$ cat config.mk
export PLATFORM = sky130hd
export DESIGN_NAME = multicycle_controller
export DESIGN_NICKNAME = d
export VERILOG_FILES = /design/src/rtl/riscv_pkg.sv /design/src/rtl/alu_decoder.sv /design/src/rtl/multicycle_controller.sv
export SDC_FILE = /design/constraint.sdc
export NUM_CORES = 1
export LEC_CHECK = 0
export CAP_MARGIN = 20
export CORE_MARGIN = 2
export CORE_UTILIZATION = 45
export CTS_CLUSTER_DIAMETER = 60
export DETAILED_ROUTE_END_ITERATION = 16
export GPL_TIMING_DRIVEN = 0
export PLACE_DENSITY = 0.86
export SLEW_MARGIN = 20
export SYNTH_ARGS = -nofsm -noshare
export SYNTH_HDL_FRONTEND = slang
export SYNTH_SLANG_ARGS = --single-unit
$ cat constraint.sdc
create_clock -name clk -period 5.2 [get_ports clk]
set_clock_uncertainty 0.15 [all_clocks]
set_input_delay 1.56 -clock clk [delete_from_list [all_inputs] [get_ports clk]]
set_output_delay 1.56 -clock clk [all_outputs]
set_load 0.005 [all_outputs]
$ cat src/rtl/riscv_pkg.sv
// Shared types and select encodings for the multi-cycle RV32I controller.
// ILLEGAL_TRAP_EN adds the TRAP state to the FSM enum.
package riscv_pkg;

    typedef enum logic [6:0] {
        OP_LOAD   = 7'b0000011,
        OP_STORE  = 7'b0100011,
        OP_RTYPE  = 7'b0110011,
        OP_ITYPE  = 7'b0010011,
        OP_BRANCH = 7'b1100011,
        OP_JAL    = 7'b1101111
    } instr_e;

    typedef enum logic [3:0] {
        S_FETCH,
        S_DECODE,
        S_MEMADR,
        S_MEMREAD,
        S_MEMWB,
        S_MEMWRITE,
        S_EXEC_R,
        S_EXEC_I,
        S_ALUWB,
        S_JAL,
        S_BEQ
`ifdef ILLEGAL_TRAP_EN
        , S_TRAP
`endif
    } state_e;

    typedef enum logic [1:0] {
        ALUOP_ADD   = 2'b00,
        ALUOP_SUB   = 2'b01,
        ALUOP_FUNCT = 2'b10
    } alu_op_e;

    localparam logic [2:0] ALU_ADD = 3'b000;
    localparam logic [2:0] ALU_SUB = 3'b001;
    localparam logic [2:0] ALU_AND = 3'b010;
    localparam logic [2:0] ALU_OR  = 3'b011;
    localparam logic [2:0] ALU_SLT = 3'b101;

    localparam logic [1:0] RES_ALUOUT = 2'b00;
    localparam logic [1:0] RES_MEM    = 2'b01;
    localparam logic [1:0] RES_ALU    = 2'b10;

    localparam logic [1:0] SRCA_PC    = 2'b00;
    localparam logic [1:0] SRCA_OLDPC = 2'b01;
    localparam logic [1:0] SRCA_RS1   = 2'b10;

    localparam logic [1:0] SRCB_RS2  = 2'b00;
    localparam logic [1:0] SRCB_IMM  = 2'b01;
    localparam logic [1:0] SRCB_FOUR = 2'b10;

    localparam logic [1:0] IMM_I = 2'b00;
    localparam logic [1:0] IMM_S = 2'b01;
    localparam logic [1:0] IMM_B = 2'b10;
    localparam logic [1:0] IMM_J = 2'b11;

endpackage

$ cat src/rtl/alu_decoder.sv
// ALU control decode from the FSM's ALU op class and the instruction funct fields.
module alu_decoder
    import riscv_pkg::*;
(
    input  alu_op_e    alu_op,
    input  logic [2:0] funct3,
    input  logic       funct7b5,
    input  logic       op5,
    output logic [2:0] alu_control
);

    always_comb begin
        alu_control = ALU_ADD;
        case (alu_op)
            ALUOP_SUB: alu_control = ALU_SUB;
            ALUOP_FUNCT: begin
                case (funct3)
                    // op5 separates R-type from I-type: ADDI never subtracts
                    3'b000:  alu_control = (op5 && funct7b5) ? ALU_SUB : ALU_ADD;
                    3'b010:  alu_control = ALU_SLT;
                    3'b110:  alu_control = ALU_OR;
                    3'b111:  alu_control = ALU_AND;
                    default: alu_control = ALU_ADD;
                endcase
            end
            default: alu_control = ALU_ADD;
        endcase
    end

endmodule

$ cat src/rtl/multicycle_controller.sv
// Sequencing FSM and retired-instruction counter for the multi-cycle RV32I core.
// Define ILLEGAL_TRAP_EN to trap unknown opcodes instead of retiring them as NOPs.
module multicycle_controller
    import riscv_pkg::*;
#(
    parameter int unsigned RET_CNT_W  = 32,
    parameter int unsigned ALU_CTRL_W = 3
) (
    input  logic                  clk,
    input  logic                  srst_n,
    input  logic [6:0]            opcode,
    input  logic [2:0]            funct3,
    input  logic                  funct7b5,
    input  logic                  zero,
    input  logic                  mem_ready,
    output logic                  pc_write,
    output logic                  adr_src,
    output logic                  ir_write,
    output logic                  mem_w,
    output logic                  reg_w,
    output logic [1:0]            result_src,
    output logic [1:0]            alu_src_a,
    output logic [1:0]            alu_src_b,
    output logic [1:0]            imm_src,
    output logic [ALU_CTRL_W-1:0] alu_control,
    output logic [RET_CNT_W-1:0]  ret_count,
    output logic                  illegal_instr
);

    state_e                 state_q, state_d;
    logic [RET_CNT_W-1:0]   ret_q;
    logic                   retire;
    logic                   pc_w_raw, ir_w_raw, mem_w_raw, reg_w_raw;
    alu_op_e                alu_op;
    logic [2:0]             dec_ctrl;

    always_comb begin
        state_d    = state_q;
        retire     = 1'b0;
        pc_w_raw   = 1'b0;
        ir_w_raw   = 1'b0;
        mem_w_raw  = 1'b0;
        reg_w_raw  = 1'b0;
        adr_src    = 1'b0;
        result_src = RES_ALUOUT;
        alu_src_a  = SRCA_PC;
        alu_src_b  = SRCB_RS2;
        alu_op     = ALUOP_ADD;
        case (state_q)
            S_FETCH: begin
                alu_src_b  = SRCB_FOUR;
                result_src = RES_ALU;
                ir_w_raw   = mem_ready;
                pc_w_raw   = mem_ready;
                if (mem_ready) state_d = S_DECODE;
            end
            S_DECODE: begin
                alu_src_a = SRCA_OLDPC;
                alu_src_b = SRCB_IMM;
                case (opcode)
                    OP_LOAD, OP_STORE: state_d = S_MEMADR;
                    OP_RTYPE:          state_d = S_EXEC_R;
                    OP_ITYPE:          state_d = S_EXEC_I;
                    OP_BRANCH:         state_d = S_BEQ;
                    OP_JAL:            state_d = S_JAL;
                    default: begin
`ifdef ILLEGAL_TRAP_EN
                        state_d = S_TRAP;
`else
                        state_d = S_FETCH;
                        retire  = 1'b1;
`endif
                    end
                endcase
            end
            S_MEMADR: begin
                alu_src_a = SRCA_RS1;
                alu_src_b = SRCB_IMM;
                state_d   = opcode[5] ? S_MEMWRITE : S_MEMREAD;
            end
            S_MEMREAD: begin
                adr_src = 1'b1;
                if (mem_ready) state_d = S_MEMWB;
            end
            S_MEMWB: begin
                result_src = RES_MEM;
                reg_w_raw  = 1'b1;
                retire     = 1'b1;
                state_d    = S_FETCH;
            end
            S_MEMWRITE: begin
                adr_src   = 1'b1;
                mem_w_raw = 1'b1;
                if (mem_ready) begin
                    retire  = 1'b1;
                    state_d = S_FETCH;
                end
            end
            S_EXEC_R: begin
                alu_src_a = SRCA_RS1;
                alu_op    = ALUOP_FUNCT;
                state_d   = S_ALUWB;
            end
            S_EXEC_I: begin
                alu_src_a = SRCA_RS1;
                alu_src_b = SRCB_IMM;
                alu_op    = ALUOP_FUNCT;
                state_d   = S_ALUWB;
            end
            S_ALUWB: begin
                reg_w_raw = 1'b1;
                retire    = 1'b1;
                state_d   = S_FETCH;
            end
            S_JAL: begin
                alu_src_a = SRCA_OLDPC;
                alu_src_b = SRCB_FOUR;
                pc_w_raw  = 1'b1;
                state_d   = S_ALUWB;
            end
            S_BEQ: begin
                alu_src_a = SRCA_RS1;
                alu_op    = ALUOP_SUB;
                pc_w_raw  = zero;
                retire    = 1'b1;
                state_d   = S_FETCH;
            end
`ifdef ILLEGAL_TRAP_EN
            S_TRAP: state_d = S_TRAP;
`endif
            default: state_d = S_FETCH;
        endcase
    end

    // Reset holds state at FETCH, whose enables follow mem_ready; gate them off here.
    assign pc_write = pc_w_raw  & srst_n;
    assign ir_write = ir_w_raw  & srst_n;
    assign mem_w    = mem_w_raw & srst_n;
    assign reg_w    = reg_w_raw & srst_n;

    always_comb begin
        case (opcode)
            OP_STORE:  imm_src = IMM_S;
            OP_BRANCH: imm_src = IMM_B;
            OP_JAL:    imm_src = IMM_J;
            default:   imm_src = IMM_I;
        endcase
    end

    alu_decoder u_alu_decoder (
        .alu_op      (alu_op),
        .funct3      (funct3),
        .funct7b5    (funct7b5),
        .op5         (opcode[5]),
        .alu_control (dec_ctrl)
    );

    assign alu_control = ALU_CTRL_W'(dec_ctrl);

    always_ff @(posedge clk or negedge srst_n) begin
        if (!srst_n) begin
            state_q <= S_FETCH;
            ret_q   <= '0;
        end else begin
            state_q <= state_d;
            if (retire) ret_q <= ret_q + RET_CNT_W'(1);
        end
    end

    assign ret_count = ret_q;

`ifdef ILLEGAL_TRAP_EN
    logic illegal_q;

    always_ff @(posedge clk or negedge srst_n) begin
        if (!srst_n)                illegal_q <= 1'b0;
        else if (state_d == S_TRAP) illegal_q <= 1'b1;
    end

    assign illegal_instr = illegal_q;
`else
    assign illegal_instr = 1'b0;
`endif

endmodule
==> flow_metrics.env, run 1 <==
export IMPL_outcome="finished, final reports clean"
export IMPL_grt_setup_unrepaired="no"
export IMPL_grt_pass1_wl_mm=8.16
export IMPL_synthTopCellsByArea="dfrtp_1, xnor2_1, nand4_1, nand3_1, xor2_1"
export IMPL_syn_nets=237
export IMPL_die_w_um=72.2
export IMPL_dr_total_vias=1928
export IMPL_final_hold_viol_count=0
export IMPL_slew_viol_final=0
export IMPL_synth_most_common_cell="dfrtp_1"
export IMPL_fmax_mhz=200
export IMPL_first_global_vias=1757
export IMPL_crit_type="in -> out"
export IMPL_ys_seq_area_share_pct=43.0
export IMPL_drcViolationCount=0
export IMPL_routabilityCongestion=0.829
export IMPL_die_y_um=72.2
export IMPL_ys_async_sr_fraction_pct=100
export IMPL_clkSlewWorstSetupHoldPaths_ns=0.08
export IMPL_p_clk_share_pct=27.0
export IMPL_synth_top_cell_area_share_pct=43.0
export IMPL_htree_levels=2
export IMPL_cts_tree="done"
export IMPL_regToRegSetupSlack_ns=3.15
export IMPL_placed_area_um2=2800
export IMPL_synthCells=219
export IMPL_cts_buffers=5
export IMPL_required_ns=3.49
export IMPL_ys_flop_type="dfrtp_1"
export IMPL_yosysTopAreaCell="dfrtp_1"
export IMPL_synth_commonest_cells="dfrtp_1, xnor2_1, nand2_1"
export IMPL_setup_viol=0
export IMPL_final_area_um2=2910
export IMPL_maxCapViolCount=0
export IMPL_cts_sinks=36
export IMPL_dpl_hpwl_mm=3.86
export IMPL_power_frac_comb_pct=34.8
export IMPL_dp_slack_ns=0.226
export IMPL_overflow=0
export IMPL_n_antenna_cell=0
export IMPL_antenna_left=0
export IMPL_grt_start_max_net_pins=24
export IMPL_dr_pass1_iters=5
export IMPL_synth_edf_count=0
export IMPL_crit_arrival_ns=3.29
export IMPL_end_kind="primary output"
export IMPL_p_switching_mw=0.302
export IMPL_cts_hold_buf=0
export IMPL_synth_distinct_cells=41
export IMPL_nets=307
export IMPL_internal_power_mw=0.607
export IMPL_vias_per_cell=5.64
export IMPL_setup_slack_ns=0.201
export IMPL_synthToLayoutAreaGrowth_pct=39.1
export IMPL_cts_setup_buffers=0
export IMPL_coreArea_um2=4410
export IMPL_routed_wl_mm=4.96
export IMPL_fin_crit_ns=5.00
export IMPL_peakVddDrop_v=0.000132
export IMPL_ys_seq_elements=36
export IMPL_syn_area_per_cell_um2=9.56
export IMPL_hp_class="reg -> reg"
export IMPL_path_max_fanout=8
export IMPL_ioPinCount=64
export IMPL_rows=24
export IMPL_clkLatencyLatePin_ns=0.30
export IMPL_yosysWarnings=0
export IMPL_start_util_pct=47.4
export IMPL_p_per_area_nw_per_um2=312
export IMPL_dieArea_um2=5220
export IMPL_final_cell_count_no_fill=342
export IMPL_switching_share_pct=33.2
export IMPL_seqPwrFrac_pct=38.2
export IMPL_synth_area_um2=2090
export IMPL_holdWs_ns=0.329
export IMPL_wire_per_inst_um=14.5
export IMPL_portBuffers=62
export IMPL_cts_max_path_buffers=2
export IMPL_antenna_found_initial=0
export IMPL_grt_usage_pct=19.9
export IMPL_cts_resized=0
export IMPL_start_kind="primary input"
export IMPL_layout_drive_gt1_share_pct=7.59
export IMPL_dpl_cell_count=334
export IMPL_finalCritPeriodShare_pct=96.1
export IMPL_p_leak_nw=1.20
export IMPL_cts_root_buffer="clkbuf_8"
export IMPL_dr_first_iter_drc_count=87
-- path summary, 6_finish.rpt --
check | start | to | depth (start not counted)
max in group asynchronous | srst_n | ret_count[16] | 2
min | ret_count[31] | ret_count[31] | 1
max | mem_ready | pc_write | 6
min in group asynchronous | srst_n | ret_count[11] | 1
min reg2reg | ret_count[31] | ret_count[31] | 1
max reg2reg | ret_count[3] | ret_count[31] | 5
-- state kept, by name, indices dropped and copies added (netlist names) --
| name | count |
|---|---|
| ret_count | 32 |
| state_q | 4 |
-- routing by layer --
metal	GRT usage (%)	share of wire, %
met5	0	0
met2	32.8	50
met4	9.01	2.2
met1	26.1	44
met3	2.78	3.4
-- final cells by class --
type | instances | area, um2
inverter | 7 | 26.3
tap | 52 | 65.1
sequential | 36 | 901
multi-input combinational | 168 | 1130
clock buffer | 5 | 68.8
buffer | 8 | 41.3
timing repair buffer | 63 | 643
clock inverter | 3 | 42.5
fill | 355 | 1500
-- worst max-delay path, stage by stage --
cell and delay [ns]:
clkdlybuf4s50_1 0.60, nor3b_1 0.24, a21oi_1 0.06, o21ai_0 0.15, and3_1 0.16, clkdlybuf4s50_1 0.52
-- metrics by stage --
step / utilization (%) / power [mW] / setup TNS (ns)
4_1_cts: 66.0 / 0.914 / 0
2_1_floorplan: - / 0.520 / 0
3_5_place_dp: 63.5 / 0.671 / 0
5_1_grt: 66.0 / 0.957 / 0
6_report: 66.0 / 0.909 / 0
3_3_place_gp: 63.0 / 0.661 / -2.35
-- cells by family (layout without fill, tap and decap cells) --
group / after synthesis / in the layout / share of synthesized area [%]
flops: 36 / 36 / 43.0
compound gates: 19 / 19 / 6.27
simple gates: 109 / 109 / 30.4
other cells: 1 / 1 / 0.179
fa+ha+maj: 3 / 3 / 1.79
mux: 1 / 1 / 0.478
buf+inv: 15 / 86 / 3.23
xor+xnor: 35 / 35 / 14.6
-- layout by cell type, fill, tap and decap left out, types with 2 or more instances in the layout --
cell / instances
nand2b_1: 3
and3_1: 8
clkbuf_8: 5
inv_1: 7
and4_1: 3
nand2_1: 20
dfrtp_1: 36
nand3_1: 16
ha_1: 3
nand4_1: 15
clkdlybuf4s50_1: 61
nor4_2: 3
nor4b_2: 2
and2_1: 3
nor4_1: 4
nand4b_1: 2
nor2b_1: 3
nor3_1: 8
nor2_1: 11
buf_4: 3
a21oi_1: 7
o21ai_0: 4
xnor2_1: 26
nor3b_1: 2
xor2_1: 9
clkbuf_1: 4
-- power groups by stage --
| stage | clock network (mW) | registers, mW | logic (mW) |
|---|---|---|---|
| floorplan | 0 | 0.345 | 0.175 |
| global placement | 0 | 0.351 | 0.310 |
| detailed placement | 0 | 0.353 | 0.319 |
| CTS | 0.248 | 0.347 | 0.319 |
| global route | 0.258 | 0.352 | 0.346 |
| finish | 0.246 | 0.347 | 0.316 |
Power figures use the tool's default switching activity.
==> run 2, diff against run 1 <==
REMOVE_ABC_BUFFERS = 1   (was unset)
TNS_END_PERCENT = 10   (was unset)
==> flow_metrics.env, run 2 (synthesis results as in run 1) <==
export IMPL_outcome="finished, final reports clean"
export IMPL_finalCritPeriodShare_pct=94.9
export IMPL_drcViolationCount=0
export IMPL_busiest_layer="met2"
export IMPL_final_cell_mix="clkdlybuf4s50_1, dfrtp_1, xnor2_1, nand2_1, nand3_1"
export IMPL_start_kind="primary input"
export IMPL_vias_per_cell=5.66
export IMPL_nets=299
export IMPL_routabilityCongestion=0.879
export IMPL_wire_per_inst_um=15.3
export IMPL_crit_arrival_ns=3.22
export IMPL_cts_buffers=5
export IMPL_use_met1_pct=28.0
export IMPL_grt_pass1_wl_mm=8.61
export IMPL_synthToLayoutAreaGrowth_pct=36.6
export IMPL_cts_resized=0
export IMPL_fin_crit_ns=4.93
export IMPL_path_cells="clkdlybuf4s50_1 > nor3b_1 > a21oi_1 > o21ai_0 > and3_1 > clkdlybuf4s50_1"
export IMPL_crit_type="in -> out"
export IMPL_dpl_hpwl_mm=3.64
export IMPL_fmax_mhz=203
export IMPL_antenna_left=0
export IMPL_antenna_found_initial=0
export IMPL_max_slew_margin_pct=64.1
export IMPL_htree_levels=2
export IMPL_dr_total_vias=1892
export IMPL_grt_usage_pct=20.8
export IMPL_maxCapViolCount=0
export IMPL_rows=24
export IMPL_cpPeakStageDelay_ns=0.59
export IMPL_grt_use_met2_pct=34.0
export IMPL_p_total_mw=0.893
export IMPL_coreArea_um2=4410
export IMPL_die_y_um=72.2
export IMPL_final_common_cell="clkdlybuf4s50_1"
export IMPL_start_util_pct=47.4
export IMPL_cp_slowest_cell="clkdlybuf4s50_1"
export IMPL_ioPinCount=64
export IMPL_cts_tree="done"
export IMPL_worst_path_most_repeated_cell="clkdlybuf4s50_1"
export IMPL_die_w_um=72.2
export IMPL_final_util_pct=64.8
export IMPL_clkLatencyLatePin_ns=0.30
export IMPL_setup_viol=0
export IMPL_path_max_fanout=8
export IMPL_grt_start_max_net_pins=32
export IMPL_cts_root_buffer="clkbuf_8"
export IMPL_required_ns=3.49
export IMPL_routed_wl_mm=5.10
export IMPL_clkSlewWorstSetupHoldPaths_ns=0.07
export IMPL_holdWs_ns=0.321
export IMPL_n_antenna_cell=0
export IMPL_grtUsageMet3_pct=4.58
export IMPL_dr_first_iter_drc_count=161
export IMPL_layout_drive_gt1_share_pct=6.38
export IMPL_worst_pin_slew_ns=0.534
export IMPL_cts_max_path_buffers=2
export IMPL_portBuffers=62
export IMPL_dr_pass1_iters=4
export IMPL_cts_setup_buffers=0
export IMPL_largest_register_ffs=32
export IMPL_p_leak_nw=1.18
export IMPL_cts_sinks=36
export IMPL_nFillCells=377
export IMPL_p_per_area_nw_per_um2=312
export IMPL_first_global_vias=1802
export IMPL_final_hold_viol_count=0
export IMPL_hp_class="reg -> reg"
export IMPL_end_kind="primary output"
export IMPL_slew_viol_final=0
export IMPL_overflow=0
export IMPL_dieArea_um2=5220
export IMPL_cts_hold_buf=0
export IMPL_grt_setup_unrepaired="no"
export IMPL_peakVddDrop_v=0.000154
## run 2: changes by cell type in the layout (fill, tap and decap cells not counted)
cell,change
buf_1,-1
buf_4,-3
buf_16,-1
clkbuf_1,-3
buf_12,+1
clkinvlp_4,-1
## run 2: cell type report
cell class                      count  area, um2  share of cell area (%)
Timing Repair Buffer               63        636                    22.2
Inverter                            7       26.3                   0.918
Clock buffer                        6       72.6                    2.54
Tap cell                           52       65.1                    2.27
Sequential cell                    36        901                    31.5
Multi-Input combinational cell    168       1130                    39.4
Clock inverter                      2       35.0                    1.22
## run 2: critical path, delay by kind of cell
family | cells | cell delay [ns]
compound gates | 2 | 0.19
buf+inv | 2 | 1.08
simple gates | 2 | 0.39
## run 2: where the power goes
part           total (mW)  internal (mW)  switching, mW
sequential          0.362          0.307         0.0557
clock               0.245          0.142          0.103
combinational       0.285          0.146          0.140
## run 2: through the flow
stage | instances | area [um2] | TNS [ns] | worst slack, ns
after detailed placement | 326 | 2750 | 0 | 0.269
final | 334 | 2860 | 0 | 0.267
after global placement | 325 | 2740 | -2.42 | -0.656
after global routing | 334 | 2860 | 0 | 0.0611
after CTS | 334 | 2860 | 0 | 0.264
after floorplan | 211 | 2050 | 0 | 1.38
## run 2: path summary, 6_finish.rpt
| kind | from | end | slack [ns] | cells past startpoint |
|---|---|---|---|---|
| max in group asynchronous | srst_n | ret_count[28] | 3.51 | 2 |
| max | mem_ready | pc_write | 0.27 | 6 |
| min | ret_count[31] | ret_count[31] | 0.32 | 1 |
| max reg2reg | state_q[3] | ret_count[28] | 2.85 | 5 |
| min in group asynchronous | srst_n | ret_count[6] | 0.96 | 1 |
| min reg2reg | ret_count[31] | ret_count[31] | 0.32 | 1 |
## run 2: layer usage
layer	routed length, um	part of all wire (%)	vias up
met5	0	0	-
met4	65	1.3	0
met3	240	4.7	7
met2	2510	49	49
met1	2290	45	933
li1	-	-	903
==> run 3, diff against run 2 <==
CORE_UTILIZATION = 50   (was 45)
PLACE_DENSITY = 0.94   (was 0.86)
REMOVE_ABC_BUFFERS = unset   (was 1)
==> flow_metrics.env, run 3 (synthesis results as in run 1) <==
export IMPL_outcome="finished, final reports clean"
export IMPL_peakVddDrop_v=0.000133
export IMPL_final_cell_mix="clkdlybuf4s50_1, dfrtp_1, xnor2_1, nand2_1, nand3_1"
export IMPL_coreArea_um2=4030
export IMPL_layout_drive_gt1_share_pct=6.92
export IMPL_nets=307
export IMPL_nFillCells=308
export IMPL_cpPeakStageDelay_ns=0.61
export IMPL_worst_pin_slew_ns=0.579
export IMPL_routed_wl_mm=5.19
export IMPL_cts_hold_buf=0
export IMPL_crit_arrival_ns=3.26
export IMPL_path_max_fanout=8
export IMPL_final_hold_viol_count=0
export IMPL_startpoint="mem_ready"
export IMPL_portBuffers=62
export IMPL_die_y_um=68.7
export IMPL_grt_usage_pct=23.1
export IMPL_final_common_cell="clkdlybuf4s50_1"
export IMPL_hold_start="ret_count[31]"
export IMPL_vias_per_cell=5.73
export IMPL_die_w_um=68.7
export IMPL_htree_levels=2
export IMPL_cts_sinks=36
export IMPL_path_cells="clkdlybuf4s50_1 > nor3b_1 > a21oi_1 > o21ai_0 > and3_1 > clkdlybuf4s50_1"
export IMPL_fin_setup_tns_ns=0
export IMPL_first_global_vias=1817
export IMPL_p_total_mw=0.854
export IMPL_cts_resized=0
export IMPL_ioPinCount=64
export IMPL_cts_buffers=5
export IMPL_dr_total_vias=1942
export IMPL_synthToLayoutAreaGrowth_pct=37.0
export IMPL_cts_tree="done"
export IMPL_finalCritPeriodShare_pct=95.6
export IMPL_clkLatencyLatePin_ns=0.29
export IMPL_grt_pass1_wl_mm=8.19
export IMPL_crit_type="in -> out"
export IMPL_dr_first_iter_drc_count=132
export IMPL_dr_pass1_iters=4
export IMPL_grt_setup_unrepaired="no"
export IMPL_grt_start_max_net_pins=29
export IMPL_routabilityCongestion=0.813
export IMPL_rr_startpoint="ret_count[3]"
export IMPL_worst_path_most_repeated_cell="clkdlybuf4s50_1"
export IMPL_drcViolationCount=0
export IMPL_max_slew_margin_pct=61.0
export IMPL_hp_class="reg -> reg"
export IMPL_end_kind="primary output"
export IMPL_maxCapViolCount=0
export IMPL_antenna_found_initial=0
export IMPL_cts_max_path_buffers=2
export IMPL_clkSlewWorstSetupHoldPaths_ns=0.07
export IMPL_overflow=0
export IMPL_largest_register_ffs=32
export IMPL_cts_root_buffer="clkbuf_8"
export IMPL_p_per_area_nw_per_um2=297
export IMPL_start_kind="primary input"
export IMPL_fin_crit_ns=4.97
export IMPL_slew_viol_final=0
export IMPL_start_util_pct=52.0
export IMPL_rows=23
export IMPL_dieArea_um2=4720
export IMPL_antenna_left=0
export IMPL_n_antenna_cell=0
export IMPL_p_leak_nw=1.18
export IMPL_fmax_mhz=201
export IMPL_required_ns=3.49
export IMPL_wire_per_inst_um=15.3
export IMPL_cts_setup_buffers=0
export IMPL_dpl_hpwl_mm=3.97
export IMPL_setup_viol=0
export IMPL_cp_slowest_cell="clkdlybuf4s50_1"
==> run 3: layer usage <==
metal / vias up / part of all wire (%) / wire (um) / track usage (%)
li1: 915 / - / - / -
met1: 952 / 40 / 2090 / 27.3
met2: 65 / 53 / 2770 / 40.5
met3: 10 / 4.7 / 246 / 5.03
met4: 0 / 1.7 / 86 / 9.56
met5: - / 0 / 0 / 0
==> run 3: worst paths after layout <==
| check | slack [ns] | cells after the start | endpoint |
|---|---|---|---|
| max | 0.23 | 6 | pc_write |
| min | 0.32 | 1 | ret_count[31] |
| min in group asynchronous | 1.00 | 1 | ret_count[14] |
| max in group asynchronous | 3.47 | 2 | ret_count[16] |
| min reg2reg | 0.32 | 1 | ret_count[31] |
| max reg2reg | 3.15 | 5 | ret_count[29] |
==> run 3: power breakdown <==
group | internal, mW | switching (mW) | total [mW]
Combinational | 0.158 | 0.162 | 0.320
Sequential | 0.307 | 0.0398 | 0.347
Clock | 0.0910 | 0.0953 | 0.186
==> run 3: final cells by class <==
class,count,area [um2],area share (%)
repair buffers,63,636,22.1
inverters,7,26.3,0.915
plain buffers,8,41.3,1.44
clock inverters,1,5.00,0.174
well taps,50,62.6,2.18
multi-input cells,168,1130,39.2
clock buffers,6,72.6,2.53
flip-flops and latches,36,901,31.4
==> run 3: metrics by stage <==
step	setup slack [ns]	util, %	area, um2	hold slack, ns	std cells
global route	0.155	71.2	2870	0.338	339
global placement	-0.619	68.9	2780	0.313	331
finish	0.226	71.2	2870	0.324	339
detailed placement	0.239	69.3	2790	0.315	332
CTS	0.231	71.2	2870	0.330	339
floorplan	1.38	-	2090	0.318	219
==> run 3: critical path, delay by kind of cell <==
family	cells	cell delay, ns
simple gates	2	0.39
compound gates	2	0.20
buf+inv	2	1.11
